[src/rtl/wb_arb_pkg.sv]
// wb_arb_pkg: shared widths, the $0 register address and output-stage state encoding for wb_port_arbiter.
package wb_arb_pkg;
   localparam int DEF_ADDR_W = 5;
   localparam int DEF_DATA_W = 32;
   localparam logic [4:0] ZERO_REG = 5'd0;
   typedef enum logic [1:0] {
      IDLE  = 2'd0,
      WRITE = 2'd1,
      HOLD  = 2'd2
   } state_t;
endpackage

[src/rtl/wb_port_arbiter_if.sv]
// wb_port_arbiter_if: two writeback requesters plus the register-file write port.
interface wb_port_arbiter_if
   import wb_arb_pkg::*;
#(
   parameter int ADDR_W = DEF_ADDR_W,
   parameter int DATA_W = DEF_DATA_W
);
   logic              req0_valid;
   logic [ADDR_W-1:0] req0_addr;
   logic [DATA_W-1:0] req0_data;
   logic              req0_ready;
   logic              req1_valid;
   logic [ADDR_W-1:0] req1_addr;
   logic [DATA_W-1:0] req1_data;
   logic              req1_ready;
   logic              wr_stall;
   logic              wr_sel;
   logic              wr_en;
   logic [ADDR_W-1:0] wr_addr;
   logic [DATA_W-1:0] wr_data;

   modport master (
      output req0_valid, req0_addr, req0_data, req1_valid, req1_addr, req1_data, wr_stall,
      input  req0_ready, req1_ready, wr_sel, wr_en, wr_addr, wr_data
   );

   modport slave (
      input  req0_valid, req0_addr, req0_data, req1_valid, req1_addr, req1_data, wr_stall,
      output req0_ready, req1_ready, wr_sel, wr_en, wr_addr, wr_data
   );
endinterface

[src/rtl/wb_port_arbiter_rr_arb2.sv]
// rr_arb2: two-way round-robin grant; on a tie the requester not granted last wins.
module rr_arb2 (
   input  logic [1:0] req,
   input  logic       last_gnt,
   input  logic       en,
   output logic [1:0] gnt,
   output logic       gnt_idx
);
   assign gnt[0]  = en & req[0] & (~req[1] | last_gnt);
   assign gnt[1]  = en & req[1] & (~req[0] | ~last_gnt);
   assign gnt_idx = gnt[1];
endmodule

[src/rtl/wb_port_arbiter.sv]
// wb_port_arbiter: round-robin share of the register-file write port between two writeback paths.
// Define WB_ARB_STATS_EN to add the gnt0_cnt/gnt1_cnt accepted-write counters.
module wb_port_arbiter
   import wb_arb_pkg::*;
#(
   parameter int DATA_W = DEF_DATA_W,
   parameter int ADDR_W = DEF_ADDR_W
)
(
   input  logic clk,
   input  logic rst_n,
`ifdef WB_ARB_STATS_EN
   output logic [15:0] gnt0_cnt,
   output logic [15:0] gnt1_cnt,
`endif
   wb_port_arbiter_if.slave bus
);
   logic [1:0]        gnt;
   logic              gnt_idx;
   logic              any_gnt;
   logic              last_gnt;
   logic              sel_q;
   logic [ADDR_W-1:0] sel_addr;
   logic [DATA_W-1:0] sel_data;
   state_t            state;
   state_t            state_nxt;

   rr_arb2 u_rr (
      .req      ({bus.req1_valid, bus.req0_valid}),
      .last_gnt (last_gnt),
      .en       (rst_n & ~bus.wr_stall),
      .gnt      (gnt),
      .gnt_idx  (gnt_idx)
   );

   assign any_gnt        = |gnt;
   assign bus.req0_ready = gnt[0];
   assign bus.req1_ready = gnt[1];
   // Hold the previous select when idle so the address/data muxes stay quiet.
   assign bus.wr_sel     = any_gnt ? gnt_idx : sel_q;
   assign sel_addr       = gnt_idx ? bus.req1_addr : bus.req0_addr;
   assign sel_data       = gnt_idx ? bus.req1_data : bus.req0_data;

   always_ff @(posedge clk) begin
      if (!rst_n) begin
         bus.wr_en   <= 1'b0;
         bus.wr_addr <= '0;
         bus.wr_data <= '0;
         last_gnt    <= 1'b1;
         sel_q       <= 1'b0;
      end else if (any_gnt) begin
         bus.wr_en   <= sel_addr != ADDR_W'(ZERO_REG);
         bus.wr_addr <= sel_addr;
         bus.wr_data <= sel_data;
         last_gnt    <= gnt_idx;
         sel_q       <= gnt_idx;
      end else if (!bus.wr_stall) begin
         bus.wr_en   <= 1'b0;
      end
   end

   always_ff @(posedge clk) begin
      if (!rst_n) state <= IDLE;
      else        state <= state_nxt;
   end

   always_comb begin
      state_nxt = state;
      state_nxt = any_gnt ? WRITE : !bus.wr_stall ? IDLE : (state == IDLE) ? IDLE : HOLD;
   end

`ifdef WB_ARB_STATS_EN
   always_ff @(posedge clk) begin
      if (!rst_n) begin
         gnt0_cnt <= '0;
         gnt1_cnt <= '0;
      end else begin
         gnt0_cnt <= gnt0_cnt + 16'(gnt[0]);
         gnt1_cnt <= gnt1_cnt + 16'(gnt[1]);
      end
   end
`endif
endmodule

[src/flat_wrapper.sv]
// flat-port wrapper written by rule: the top's interface ports become plain ports
module wb_port_arbiter_flat import wb_arb_pkg::*;
#(
   parameter int DATA_W = DEF_DATA_W,
   parameter int ADDR_W = DEF_ADDR_W
)
  (clk, rst_n, bus_req0_valid, bus_req0_addr, bus_req0_data, bus_req1_valid, bus_req1_addr, bus_req1_data, bus_wr_stall, bus_req0_ready, bus_req1_ready, bus_wr_sel, bus_wr_en, bus_wr_addr, bus_wr_data);
  wb_port_arbiter_if #(.ADDR_W(ADDR_W), .DATA_W(DATA_W)) bus_i ();
  input  logic clk;
  input  logic rst_n;
  input wire logic [$bits(bus_i.req0_valid)-1:0] bus_req0_valid;
  input wire logic [$bits(bus_i.req0_addr)-1:0] bus_req0_addr;
  input wire logic [$bits(bus_i.req0_data)-1:0] bus_req0_data;
  input wire logic [$bits(bus_i.req1_valid)-1:0] bus_req1_valid;
  input wire logic [$bits(bus_i.req1_addr)-1:0] bus_req1_addr;
  input wire logic [$bits(bus_i.req1_data)-1:0] bus_req1_data;
  input wire logic [$bits(bus_i.wr_stall)-1:0] bus_wr_stall;
  output wire logic [$bits(bus_i.req0_ready)-1:0] bus_req0_ready;
  output wire logic [$bits(bus_i.req1_ready)-1:0] bus_req1_ready;
  output wire logic [$bits(bus_i.wr_sel)-1:0] bus_wr_sel;
  output wire logic [$bits(bus_i.wr_en)-1:0] bus_wr_en;
  output wire logic [$bits(bus_i.wr_addr)-1:0] bus_wr_addr;
  output wire logic [$bits(bus_i.wr_data)-1:0] bus_wr_data;
  assign bus_i.req0_valid = bus_req0_valid;
  assign bus_i.req0_addr = bus_req0_addr;
  assign bus_i.req0_data = bus_req0_data;
  assign bus_i.req1_valid = bus_req1_valid;
  assign bus_i.req1_addr = bus_req1_addr;
  assign bus_i.req1_data = bus_req1_data;
  assign bus_i.wr_stall = bus_wr_stall;
  assign bus_req0_ready = bus_i.req0_ready;
  assign bus_req1_ready = bus_i.req1_ready;
  assign bus_wr_sel = bus_i.wr_sel;
  assign bus_wr_en = bus_i.wr_en;
  assign bus_wr_addr = bus_i.wr_addr;
  assign bus_wr_data = bus_i.wr_data;
  wb_port_arbiter #(.DATA_W(DATA_W), .ADDR_W(ADDR_W)) u_core (.clk(clk), .rst_n(rst_n), .bus(bus_i));
endmodule
[config.mk]
export PLATFORM = sky130hd
export DESIGN_NAME = wb_port_arbiter_flat
export DESIGN_NICKNAME = d
export VERILOG_FILES = /design/src/rtl/wb_arb_pkg.sv /design/src/rtl/wb_port_arbiter_if.sv /design/src/rtl/wb_port_arbiter_rr_arb2.sv /design/src/rtl/wb_port_arbiter.sv /design/src/flat_wrapper.sv
export SDC_FILE = /design/constraint.sdc
export NUM_CORES = 1
export LEC_CHECK = 0
export ABC_CLOCK_PERIOD_IN_PS = 1880
export BUFFER_PORTS_ARGS = -buffer_cell sky130_fd_sc_hd__buf_2
export CAP_MARGIN = 10
export CELL_PAD_IN_SITES_DETAIL_PLACEMENT = 1
export CELL_PAD_IN_SITES_GLOBAL_PLACEMENT = 1
export CORE_MARGIN = 1.5
export CORE_UTILIZATION = 32
export CTS_CLUSTER_SIZE = 40
export DETAILED_ROUTE_END_ITERATION = 8
export PLACE_DENSITY = 0.85
export SYNTH_ARGS = -nofsm -noshare
export SYNTH_HDL_FRONTEND = slang
export SYNTH_SLANG_ARGS = --single-unit
export TNS_END_PERCENT = 50
[constraint.sdc]
create_clock -name clk -period 1.88 [get_ports clk]
set_clock_uncertainty 0.1 [all_clocks]
set_input_delay 0.188 -clock clk [delete_from_list [all_inputs] [get_ports clk]]
set_output_delay 0.188 -clock clk [all_outputs]
set_load 0.03 [all_outputs]
# Word-level counts from Yosys, hierarchy flattened
# Index checks and enable logic that the tools add are counted.
dict set report op_classes {
  n_eq_ne 1
  mux 5
  n_bitwise 11
  reduce_logical 2
}
# cell n
set op_table {}
lappend op_table {{$mux 32} 1}
lappend op_table {{$and 1x1->1} 5}
lappend op_table {{$mux 5} 1}
lappend op_table {{$reduce_bool 5->1} 1}
lappend op_table {{$not 1->1} 4}
lappend op_table {{$mux 1} 3}
lappend op_table {{$ne 2x1->1 const B} 1}
lappend op_table {{$or 1x1->1} 2}
lappend op_table {{$reduce_or 2->1} 1}
dict set report totals {
  regBits 40
  in_bits 79
  output_inout_bits 41
  word_cells 24
}

# Logic depth before layout (Yosys ltp)
# Gate-level depths: netlist of run 1.
dict set report depth {
  depth_word 7
  ltp_mapped 5
  ltp_nobuf 3
}

# By module
# A second synthesis of run 1 with hierarchy kept.
dict set report unflattened {
  cells_unflattened 192
  area_unflattened_um2 1945.6
}
# mod instances cells_each area_per_inst_um2 seq_area_each_um2
set by_module_without_submodules {}
lappend by_module_without_submodules {wb_port_arbiter 1 186 1916.8 800.8}
lappend by_module_without_submodules {rr_arb2 1 6 28.8 0.0}

# Worst setup path before layout of run 1
# OpenSTA, ideal clock, no wires.
dict set report synth_path {
  path_kind {reg2out}
  from {reg u_core.last_gnt}
  to {out bus_wr_sel}
  arrival_ns 1.440
  required_ns 1.592
  path_slack_ns 0.152
  stages_incl_launch_ff 4
  n_path_buf 0
  path_cell_list {dfxtp_1 > nor2b_1 > nor4b_2 > nor2_1}
}
dict set report synth_between {
  word_cells_on_any_way 7
  cone_classes {mux: 1; bitwise: 5; reduce/logical: 1}
}
# element line_no
set synth_rtl {}
lappend synth_rtl {{from (decl)} wb_port_arbiter.sv:21} ;# logic last_gnt;
lappend synth_rtl {{from (signal assigned)} wb_port_arbiter.sv:55} ;# last_gnt <= gnt_idx;
lappend synth_rtl {{$or 1x1->1} wb_port_arbiter_rr_arb2.sv:9} ;# assign gnt[0] = en & req[0] & (~req[1] | last_gnt);
lappend synth_rtl {{$and 1x1->1} wb_port_arbiter_rr_arb2.sv:9}
lappend synth_rtl {{via bus_req0_ready} flat_wrapper.sv:18} ;# output wire logic [$bits(bus_i.req0_ready)-1:0] bus_req0_ready;
lappend synth_rtl {{$reduce_or 2->1} wb_port_arbiter.sv:36} ;# assign any_gnt = |gnt;
lappend synth_rtl {{$mux 1} wb_port_arbiter.sv:40} ;# assign bus.wr_sel = any_gnt ? gnt_idx : sel_q;
lappend synth_rtl {{to (decl)} flat_wrapper.sv:20} ;# output wire logic [$bits(bus_i.wr_sel)-1:0] bus_wr_sel;
# The timed path passes the listed nets, and every way through them passes these cells.

# Worst setup path in the final report of run 1
dict set report layout_path {
  from {reg u_core.last_gnt}
  to {out bus_wr_sel}
}
dict set report layout_between {
  elab_chain_len 5
  word_cells_on_any_way 7
  cone_classes {mux: 1; bitwise: 5; reduce/logical: 1}
}
# element line_no
set layout_lines {}
lappend layout_lines {{$not 1->1} wb_port_arbiter_rr_arb2.sv:10} ;# assign gnt[1] = en & req[1] & (~req[0] | ~last_gnt);
lappend layout_lines {{$or 1x1->1} wb_port_arbiter_rr_arb2.sv:10}
lappend layout_lines {{$and 1x1->1} wb_port_arbiter_rr_arb2.sv:10}
lappend layout_lines {{$reduce_or 2->1} wb_port_arbiter.sv:36}
lappend layout_lines {{$mux 1 (*)} wb_port_arbiter.sv:40}
# Mark *: on every way between the ends. The rest lies on a longest branch, timed or not.

==> impl_metrics.tcl, run 1 <==
set metrics [dict create \
    status "completed" \
    port_buffers 119 \
    drv_cap 0 \
    worst_setup_path_start_kind "flop" \
    syn-num-nets 325 \
    setup_tns_ps 0 \
    cts_inserted_buffers 5 \
    antenna_cells 0 \
    criticalPathCategory "flop to primary output" \
    relSlewSlack 0.602 \
    max-vdd-ir-drop_uv 265 \
    grt_start_max_net_pins 38 \
    nNetsFinal 430 \
    rsz0062_at_grt "no" \
    crit_path_max_incr_delay_ps 390 \
    cts.sinks 40 \
    globalplace.congestion 0.752 \
    p_leak_nw 1.17 \
    fin_crit_sh 0.865 \
    core-area_um2 6790 \
    vias 2415 \
    clk_path_buf_depth 2 \
    syn_to_final_growth_pct 30.3 \
    timing.final.max_slew_violations 0 \
    wl_per_cell_um 17.5 \
    cts_hold_buf 0 \
    io_pins 120 \
    arrival_ps 1340 \
    die-area_um2 7560 \
    dp_cells 440 \
    yosysSeqAreaShare 0.355 \
    antenna_left 0 \
    crit_required_ps 1590 \
    slowest_stage "dfxtp_1" \
    finalSetupViolCount 0 \
    cts_resized 0 \
    fmax_mhz 615 \
    dr.first_iter.drc_count 47 \
    final_hold_viol_count 0 \
    layout-drive-gt1-share 0.491 \
    cts_tree "done" \
    finalWirelength_um 7860 \
    cts-htree-levels 2 \
    floorplan.die.width_um 87.0 \
    die_h_um 87.0 \
    stdcell_count 448 \
    hold_class "input pin to flop" \
    avgSynthCellArea_um2 9.17 \
    worst-path-max-fanout 5 \
    dp_hpwl_um 5610 \
    grtUsageTotal 0.209 \
    grt_pass1_wl_um 12500 \
    start_util 0.332 \
    remaining_drc_errors 0 \
    synth_area_um2 2260 \
    drt_pass1_iterations 4 \
    crit_family "simple AND/OR/NAND/NOR gates" \
    path_clk_slew_ps 80 \
    worst_pin_slew_ps 596 \
    synth_cell_type_count 30 \
    grt_pass1_vias 2561 \
    post_cts_buffers 0 \
    grt-ovfl-total 0 \
    synth-warning-count 0 \
    cp-end-kind "primary output" \
    layout_commonest_cell "buf_2" \
    antenna_found_initial 0 \
    clk_latency_ps 280 \
    rows 30 \
    cts-root-buf "clkbuf_8" \
    crit_buf_inv 1 \
    synthCells 246 \
    path_cells "nor2b_1 > nor4b_2 > nor2_1 > buf_2" \
    routed_via_density 5.39 \
    whs_ps 42.7 \
    mostFrequentLayoutCells "119 x buf_2, 40 x dfxtp_1, 38 x nand3_1" \
    synth_seq_cells 40 \
    period_needed_ps 1630 \
    powerDensity_nw_per_um2 721 \
]
==> state kept, by name, summed over array words and instances (netlist names) <==
signal / count
u_core.bus.wr_addr: 5
u_core.bus.wr_data: 32
u_core.bus.wr_en: 1
u_core.last_gnt: 1
u_core.sel_q: 1
==> kinds of logic (layout without fill, tap and decap cells) <==
kind of cell	after synthesis	in the layout	synth area share
simple gates	58	58	0.144
compound gates	115	115	0.402
buf+inv	33	139	0.0987
flops	40	40	0.355
==> worst register-to-register path: stages (launching register included) <==
cell	delay, ps
dfxtp_1	390
and2_1	170
buf_4	270
o21ai_0	170
a311oi_2	310
==> layer usage <==
metal  global-route usage  routed length, um  share of wire  vias to the layer above
met4               0.0704                201          0.026                        0
met3               0.0351                332          0.042                       16
met5                    0                  0              0                        -
met1                0.255               3300           0.42                     1160
met2                0.371               4020           0.51                       79
li1                     -                  -              -                     1160
==> cell type report <==
class | instances | area [um2]
multi-input cells | 173 | 1230
inverters | 1 | 3.75
clock buffers | 6 | 82.6
clock inverters | 2 | 10.0
fillers | 857 | 3850
well taps | 96 | 120
flip-flops and latches | 40 | 801
repair buffers | 130 | 691
==> synthesized netlist by cell type, drive strengths merged <==
| cell | n | area (um2) |
|---|---|---|
| or2 | 1 | 6.26 |
| inv | 1 | 3.75 |
| clkbuf | 7 | 26.3 |
| buf | 25 | 193 |
| nor2 | 4 | 15.0 |
| nor4b | 1 | 15.0 |
| and2b | 2 | 17.5 |
| and3b | 1 | 12.5 |
| a311oi | 37 | 512 |
| nand3 | 38 | 190 |
| nand3b | 2 | 15.0 |
| nor4 | 1 | 6.26 |
| and2 | 2 | 15.0 |
| dfxtp | 40 | 801 |
| or4 | 2 | 15.0 |
| a21oi | 37 | 185 |
| nand2 | 3 | 11.3 |
| nor2b | 1 | 6.26 |
| o21ai | 39 | 195 |
| o31ai | 1 | 7.51 |
| a211oi | 1 | 7.51 |
==> worst paths after layout <==
check                           startpoint                                  end  slack [ps]  depth (start not counted)
max           u_core.last_gnt$_SDFFE_PN1P_                           bus_wr_sel         250                          4
min reg2reg  u_core.bus.wr_en$_SDFFE_PN0P_        u_core.bus.wr_en$_SDFFE_PN0P_         400                          2
min                                  rst_n         u_core.last_gnt$_SDFFE_PN1P_          40                          2
max reg2reg   u_core.last_gnt$_SDFFE_PN1P_  u_core.bus.wr_data[22]$_SDFFE_PN0P_         390                          4
==> per-stage QoR <==
stage	instance area, um2	util	power [mW]	setup WS [ps]
final	2940	0.433	2.12	255
after global routing	2940	0.433	2.22	165
after CTS	2940	0.433	2.14	242
after detailed placement	2850	0.419	1.53	103
after global placement	2850	0.419	1.51	190
after floorplan	2260	-	1.33	152
==> power breakdown <==
group	switching [mW]	internal, mW	leakage [nW]	total, mW
sequential	0.0293	0.903	0.329	0.932
combinational	0.373	0.207	0.789	0.579
clock	0.314	0.294	0.0510	0.607
Note: power is estimated with default switching activity, not from simulation.
==> run 2, diff against run 1 <==
--- a/config.mk
+++ b/config.mk
@@ -11,11 +11,12 @@
 export CELL_PAD_IN_SITES_DETAIL_PLACEMENT = 1
 export CELL_PAD_IN_SITES_GLOBAL_PLACEMENT = 1
 export CORE_MARGIN = 1.5
-export CORE_UTILIZATION = 32
+export CORE_UTILIZATION = 30
 export CTS_CLUSTER_SIZE = 40
 export DETAILED_ROUTE_END_ITERATION = 8
-export PLACE_DENSITY = 0.85
+export PLACE_DENSITY = 0.84
 export SYNTH_ARGS = -nofsm -noshare
 export SYNTH_HDL_FRONTEND = slang
+export SYNTH_HIERARCHICAL = 1
 export SYNTH_SLANG_ARGS = --single-unit
 export TNS_END_PERCENT = 50
==> run 2 against run 1 <==
Compared with the run above:
- critical path depth shrank 1
- fmax decreased by 8.5%
- non-clock buffer count is 6 lower
- critical endpoint is now bus_req1_ready
- highest routed layer unchanged
==> impl_metrics.tcl, run 2 <==
set metrics [dict create \
    status "completed" \
    synth_cell_type_count 18 \
    whs_ps 143 \
    final_util 0.431 \
    p_total_mw 2.17 \
    layout_commonest_cell "buf_2" \
    rsz0062_at_grt "no" \
    synth-warning-count 6 \
    worst_setup_path_start_kind "flop" \
    die_h_um 83.5 \
    worst_pin_slew_ps 440 \
    fmax_mhz 563 \
    syn-num-nets 271 \
    grt-ovfl-total 0 \
    synth_edf_count 0 \
    finalWirelength_um 5320 \
    globalplace.congestion 0.704 \
    vias 1866 \
    worstReg2RegStart "u_core/last_gnt$_SDFFE_PN1P_" \
    dp_hpwl_um 4060 \
    relSlewSlack 0.707 \
    synth_top_area_frac 0.412 \
    power_switching_mw 0.622 \
    routed_via_density 4.87 \
    remaining_drc_errors 0 \
    cts_hold_buf 0 \
    worst-path-max-fanout 18 \
    core-area_um2 6310 \
    cts_tree "done" \
    antenna_found_initial 0 \
    rows 29 \
    synthTopCellsByArea "dfxtp_1 41%, mux2i_1 19%, o211a_1 19%" \
    crit_required_ps 1590 \
    p_comb_frac 0.225 \
    min_from "bus_req0_data[10]" \
    synth_ff_type "dfxtp_1" \
    nNetsFinal 384 \
    synthCells 192 \
    dr.first_iter.drc_count 54 \
    yosys-top-cells-count "45 x nand2_1, 40 x dfxtp_1, 37 x mux2i_1, 37 x o211a_1, 7 x buf_6" \
    avgSynthCellArea_um2 10.1 \
    layout-drive-gt1-share 0.454 \
    syn_to_final_growth_pct 40.0 \
    fin_area_um2 2720 \
    grt_start_max_net_pins 41 \
    finalWorstSetupSlack_ps 103 \
    clk_path_buf_depth 2 \
    clockPowerShare 0.340 \
    mostFrequentLayoutCells "119 x buf_2, 44 x nand2_1, 39 x dfxtp_1" \
    synth_most_common_cell "nand2_1" \
    stdcell_count 383 \
    grt_pass1_wl_um 8930 \
    fin_crit_sh 0.945 \
    path_clk_slew_ps 80 \
    p_leak_nw 1.62 \
    drt_pass1_iterations 3 \
    hold_class "input pin to flop" \
    crit_path_start "u_core/last_gnt$_SDFFE_PN1P_" \
    p_int_mw 1.55 \
    largest_reg_flops 32 \
    place_ws_ps 78.9 \
    clk_latency_ps 280 \
    post_cts_buffers 0 \
    async_reset_ff_frac 0 \
    floorplan.die.width_um 83.5 \
    pwr-share-seq 0.435 \
    max-vdd-ir-drop_uv 444 \
    cp-end-kind "primary output" \
    synth_area_um2 1950 \
    netSwitchingFraction 0.287 \
    final_hold_viol_count 0 \
    min_path_cells 4 \
    r2r_cells 5 \
    timing.final.max_slew_violations 0 \
    regMostFlops "u_core/bus.wr_data" \
    finalSetupViolCount 0 \
    grt_pass1_vias 1936 \
    drv_cap 0 \
    top_regs "u_core/bus.wr_data x32, u_core/bus.wr_addr x5" \
    yosys.area.top_type "dfxtp_1" \
    yosysSeqAreaShare 0.412 \
    setup_tns_ps 0 \
    io_pins 120 \
    arrival_ps 1490 \
    cts.sinks 40 \
    criticalPathCategory "flop to primary output" \
    synth_seq_cells 40 \
    cts-htree-levels 2 \
    grtUsageTotal 0.154 \
    period_needed_ps 1780 \
    antenna_cells 0 \
    start_util 0.308 \
    die-area_um2 6980 \
    antenna_left 0 \
    powerDensity_nw_per_um2 796 \
    cts_inserted_buffers 5 \
    wl_per_cell_um 13.9 \
    port_buffers 119 \
    cts-root-buf "clkbuf_8" \
    placed_cell_area_um2 2600 \
    dp_cells 375 \
]
[run 2: cell families after synthesis]
kind of cell | Yosys count | synth area share
AND/OR/NAND/NOR | 54 | 0.118
AO/OA/AOI/OAI | 42 | 0.207
multiplexers | 37 | 0.190
buffers and inverters | 19 | 0.0733
flip-flops | 40 | 0.412
[run 2: what timing repair did]
item	CTS	global route
endpoints found under the setup margin	0	2
endpoints found under the hold margin	0	0
gates resized for setup	0	2
[run 2: layer usage]
layer,vias to the layer above,part of all wire,global-route usage
met4,0,0.0053,0.0313
met2,63,0.52,0.285
met1,888,0.40,0.176
met5,-,0,0
met3,5,0.066,0.0455
li1,910,-,-
[run 2: final cells by class]
| cell class | instances | area (um2) |
|---|---|---|
| sequential | 40 | 802 |
| fill | 785 | 3590 |
| multi-input combinational | 133 | 1030 |
| inverter | 1 | 3.75 |
| clock buffer | 6 | 82.6 |
| tap | 77 | 96.3 |
| clock inverter | 2 | 38.8 |
| timing repair buffer | 124 | 671 |
[run 2: path summary, 6_finish.rpt]
kind,slack (ps),endpoint
hold reg to reg,400,u_core/bus.wr_data[10]$_SDFFE_PN0P_
setup / recovery,100,bus_req1_ready
setup reg to reg,290,u_core/bus.wr_data[14]$_SDFFE_PN0P_
hold / removal,140,u_core/bus.wr_data[10]$_SDFFE_PN0P_
[run 2: worst max-delay path: stages, from the launching register on]
cell and delay (ps):
dfxtp_2 350, a21oi_4 250, buf_4 350, buf_2 260
[run 2: power by group through the flow]
stage | registers (mW) | clock network (mW) | logic (mW)
CTS | 0.945 | 0.771 | 0.494
finish | 0.944 | 0.736 | 0.488
global placement | 0.960 | 0 | 0.479
floorplan | 1.08 | 0 | 0.189
global route | 0.952 | 0.805 | 0.528
detailed placement | 0.964 | 0 | 0.493
==> run 3, diff against run 2 <==
--- a/config.mk
+++ b/config.mk
@@ -14,7 +14,8 @@
 export CORE_UTILIZATION = 30
 export CTS_CLUSTER_SIZE = 40
 export DETAILED_ROUTE_END_ITERATION = 8
-export PLACE_DENSITY = 0.84
+export HOLD_SLACK_MARGIN = 0.1
+export PLACE_DENSITY = 0.81
 export SYNTH_ARGS = -nofsm -noshare
 export SYNTH_HDL_FRONTEND = slang
 export SYNTH_HIERARCHICAL = 1
==> run 3 against run 2 <==
Compared with the run above:
- worst setup slack lost 9.6 ps
- register-to-register slack barely moved
- wire length down 3.9%
- global-route usage decreased by 0.68 points
- core utilization is 0.50 points lower
- largest power group unchanged
- fmax fell by 0.54%
- die area is the same
- via count about the same
==> impl_metrics.tcl, run 3 (same netlist as run 2, synthesis figures left out) <==
set metrics [dict create \
    status "completed" \
    cts_inserted_buffers 5 \
    powerDensity_nw_per_um2 749 \
    hold_class "input pin to flop" \
    cts_tree "done" \
    final_hold_viol_count 0 \
    antenna_found_initial 0 \
    cp-end-kind "primary output" \
    finalWorstSetupSlack_ps 93.5 \
    arrival_ps 1500 \
    max-vdd-ir-drop_uv 338 \
    min_from "bus_req0_data[11]" \
    p_int_mw 1.41 \
    p_leak_nw 1.60 \
    grtUsageTotal 0.147 \
    dr.first_iter.drc_count 46 \
    worst_pin_slew_ps 439 \
    nFillCells 788 \
    dp_hpwl_um 3860 \
    crit_path_start "u_core/last_gnt$_SDFFE_PN1P_" \
    crit_required_ps 1590 \
    routed_via_density 4.86 \
    cts-htree-levels 2 \
    layout_commonest_cell "buf_2" \
    grt_start_max_net_pins 43 \
    start_util 0.308 \
    die_h_um 83.5 \
    remaining_drc_errors 0 \
    port_buffers 119 \
    finalSetupViolCount 0 \
    cts-root-buf "clkbuf_8" \
    cts.sinks 40 \
    pwr-share-seq 0.467 \
    p_total_mw 2.02 \
    final_util 0.426 \
    layout-drive-gt1-share 0.453 \
    grt_pass1_wl_um 8540 \
    power_switching_mw 0.610 \
    top_regs "u_core/bus.wr_data x32, u_core/bus.wr_addr x5" \
    io_pins 120 \
    p_comb_frac 0.239 \
    drv_cap 0 \
    worstReg2RegStart "u_core/last_gnt$_SDFFE_PN1P_" \
    drt_pass1_iterations 4 \
    antenna_cells 0 \
    die-area_um2 6980 \
    largest_reg_flops 32 \
    globalplace.congestion 0.715 \
    clk_latency_ps 280 \
    antenna_left 0 \
    worst-path-max-fanout 18 \
    rows 29 \
    path_clk_slew_ps 80 \
    timing.final.max_slew_violations 0 \
    rsz0062_at_grt "no" \
    setup_tns_ps 0 \
    floorplan.die.width_um 83.5 \
    mostFrequentLayoutCells "119 x buf_2, 44 x nand2_1, 39 x dfxtp_1" \
    vias 1867 \
    syn_to_final_growth_pct 38.4 \
    core-area_um2 6310 \
    nNetsFinal 385 \
    period_needed_ps 1790 \
    regMostFlops "u_core/bus.wr_data" \
    worst_setup_path_start_kind "flop" \
    clockPowerShare 0.294 \
    place_ws_ps 90.1 \
    criticalPathCategory "flop to primary output" \
    wl_per_cell_um 13.3 \
    grt-ovfl-total 0 \
    finalWirelength_um 5120 \
    netSwitchingFraction 0.303 \
    fmax_mhz 560 \
    relSlewSlack 0.707 \
    grt_pass1_vias 1966 \
    fin_crit_sh 0.950 \
    clk_path_buf_depth 2 \
]
==> run 3: repair_timing <==
action                                  in CTS  in global routing
resized for setup                            0                  2
setup buffers                                0                  0
hold buffers                                 0                  0
endpoints found under the setup margin       0                  2
==> run 3: critical path, cell delays in order (launching register included) <==
cell	delay, ps
dfxtp_2	350
a21oi_4	250
buf_4	360
buf_2	260
==> run 3: routing by layer <==
layer	track usage	up-vias	part of all wire
li1	-	914	-
met1	0.167	882	0.42
met2	0.273	67	0.50
met3	0.0425	4	0.073
met4	0.0313	0	0.0049
met5	0	-	0
==> run 3: path summary, 6_finish.rpt <==
path	to	slack [ps]	cells past startpoint
setup / recovery	bus_req1_ready	90	3
hold / removal	u_core/bus.wr_data[11]$_SDFFE_PN0P_	140	4
setup reg to reg	u_core/bus.wr_data[25]$_SDFFE_PN0P_	280	5
hold reg to reg	u_core/bus.wr_data[0]$_SDFFE_PN0P_	400	1
==> run 3: layout make-up <==
cell class | count | area (um2) | area share
clock buffers | 7 | 86.3 | 0.0321
well taps | 77 | 96.3 | 0.0358
inverters | 1 | 3.75 | 0.00139
flip-flops and latches | 40 | 802 | 0.298
clock inverters | 1 | 7.51 | 0.00279
repair buffers | 125 | 669 | 0.249
multi-input cells | 133 | 1030 | 0.382
==> run 3: metrics by stage <==
step           cells  hold WS, ps  instance area (um2)
6_report         384          143                 2690
5_1_grt          384          153                 2690
4_1_cts          384          136                 2690
3_5_place_dp     376          383                 2590
3_3_place_gp     376          376                 2590
2_1_floorplan    192          242                 1960
==> run 3: power groups by stage <==
stage	registers (mW)	clock network, mW	logic, mW
global route	0.952	0.657	0.524
global placement	0.960	0	0.477
detailed placement	0.962	0	0.488
finish	0.942	0.593	0.482
floorplan	1.08	0	0.189
CTS	0.943	0.623	0.489
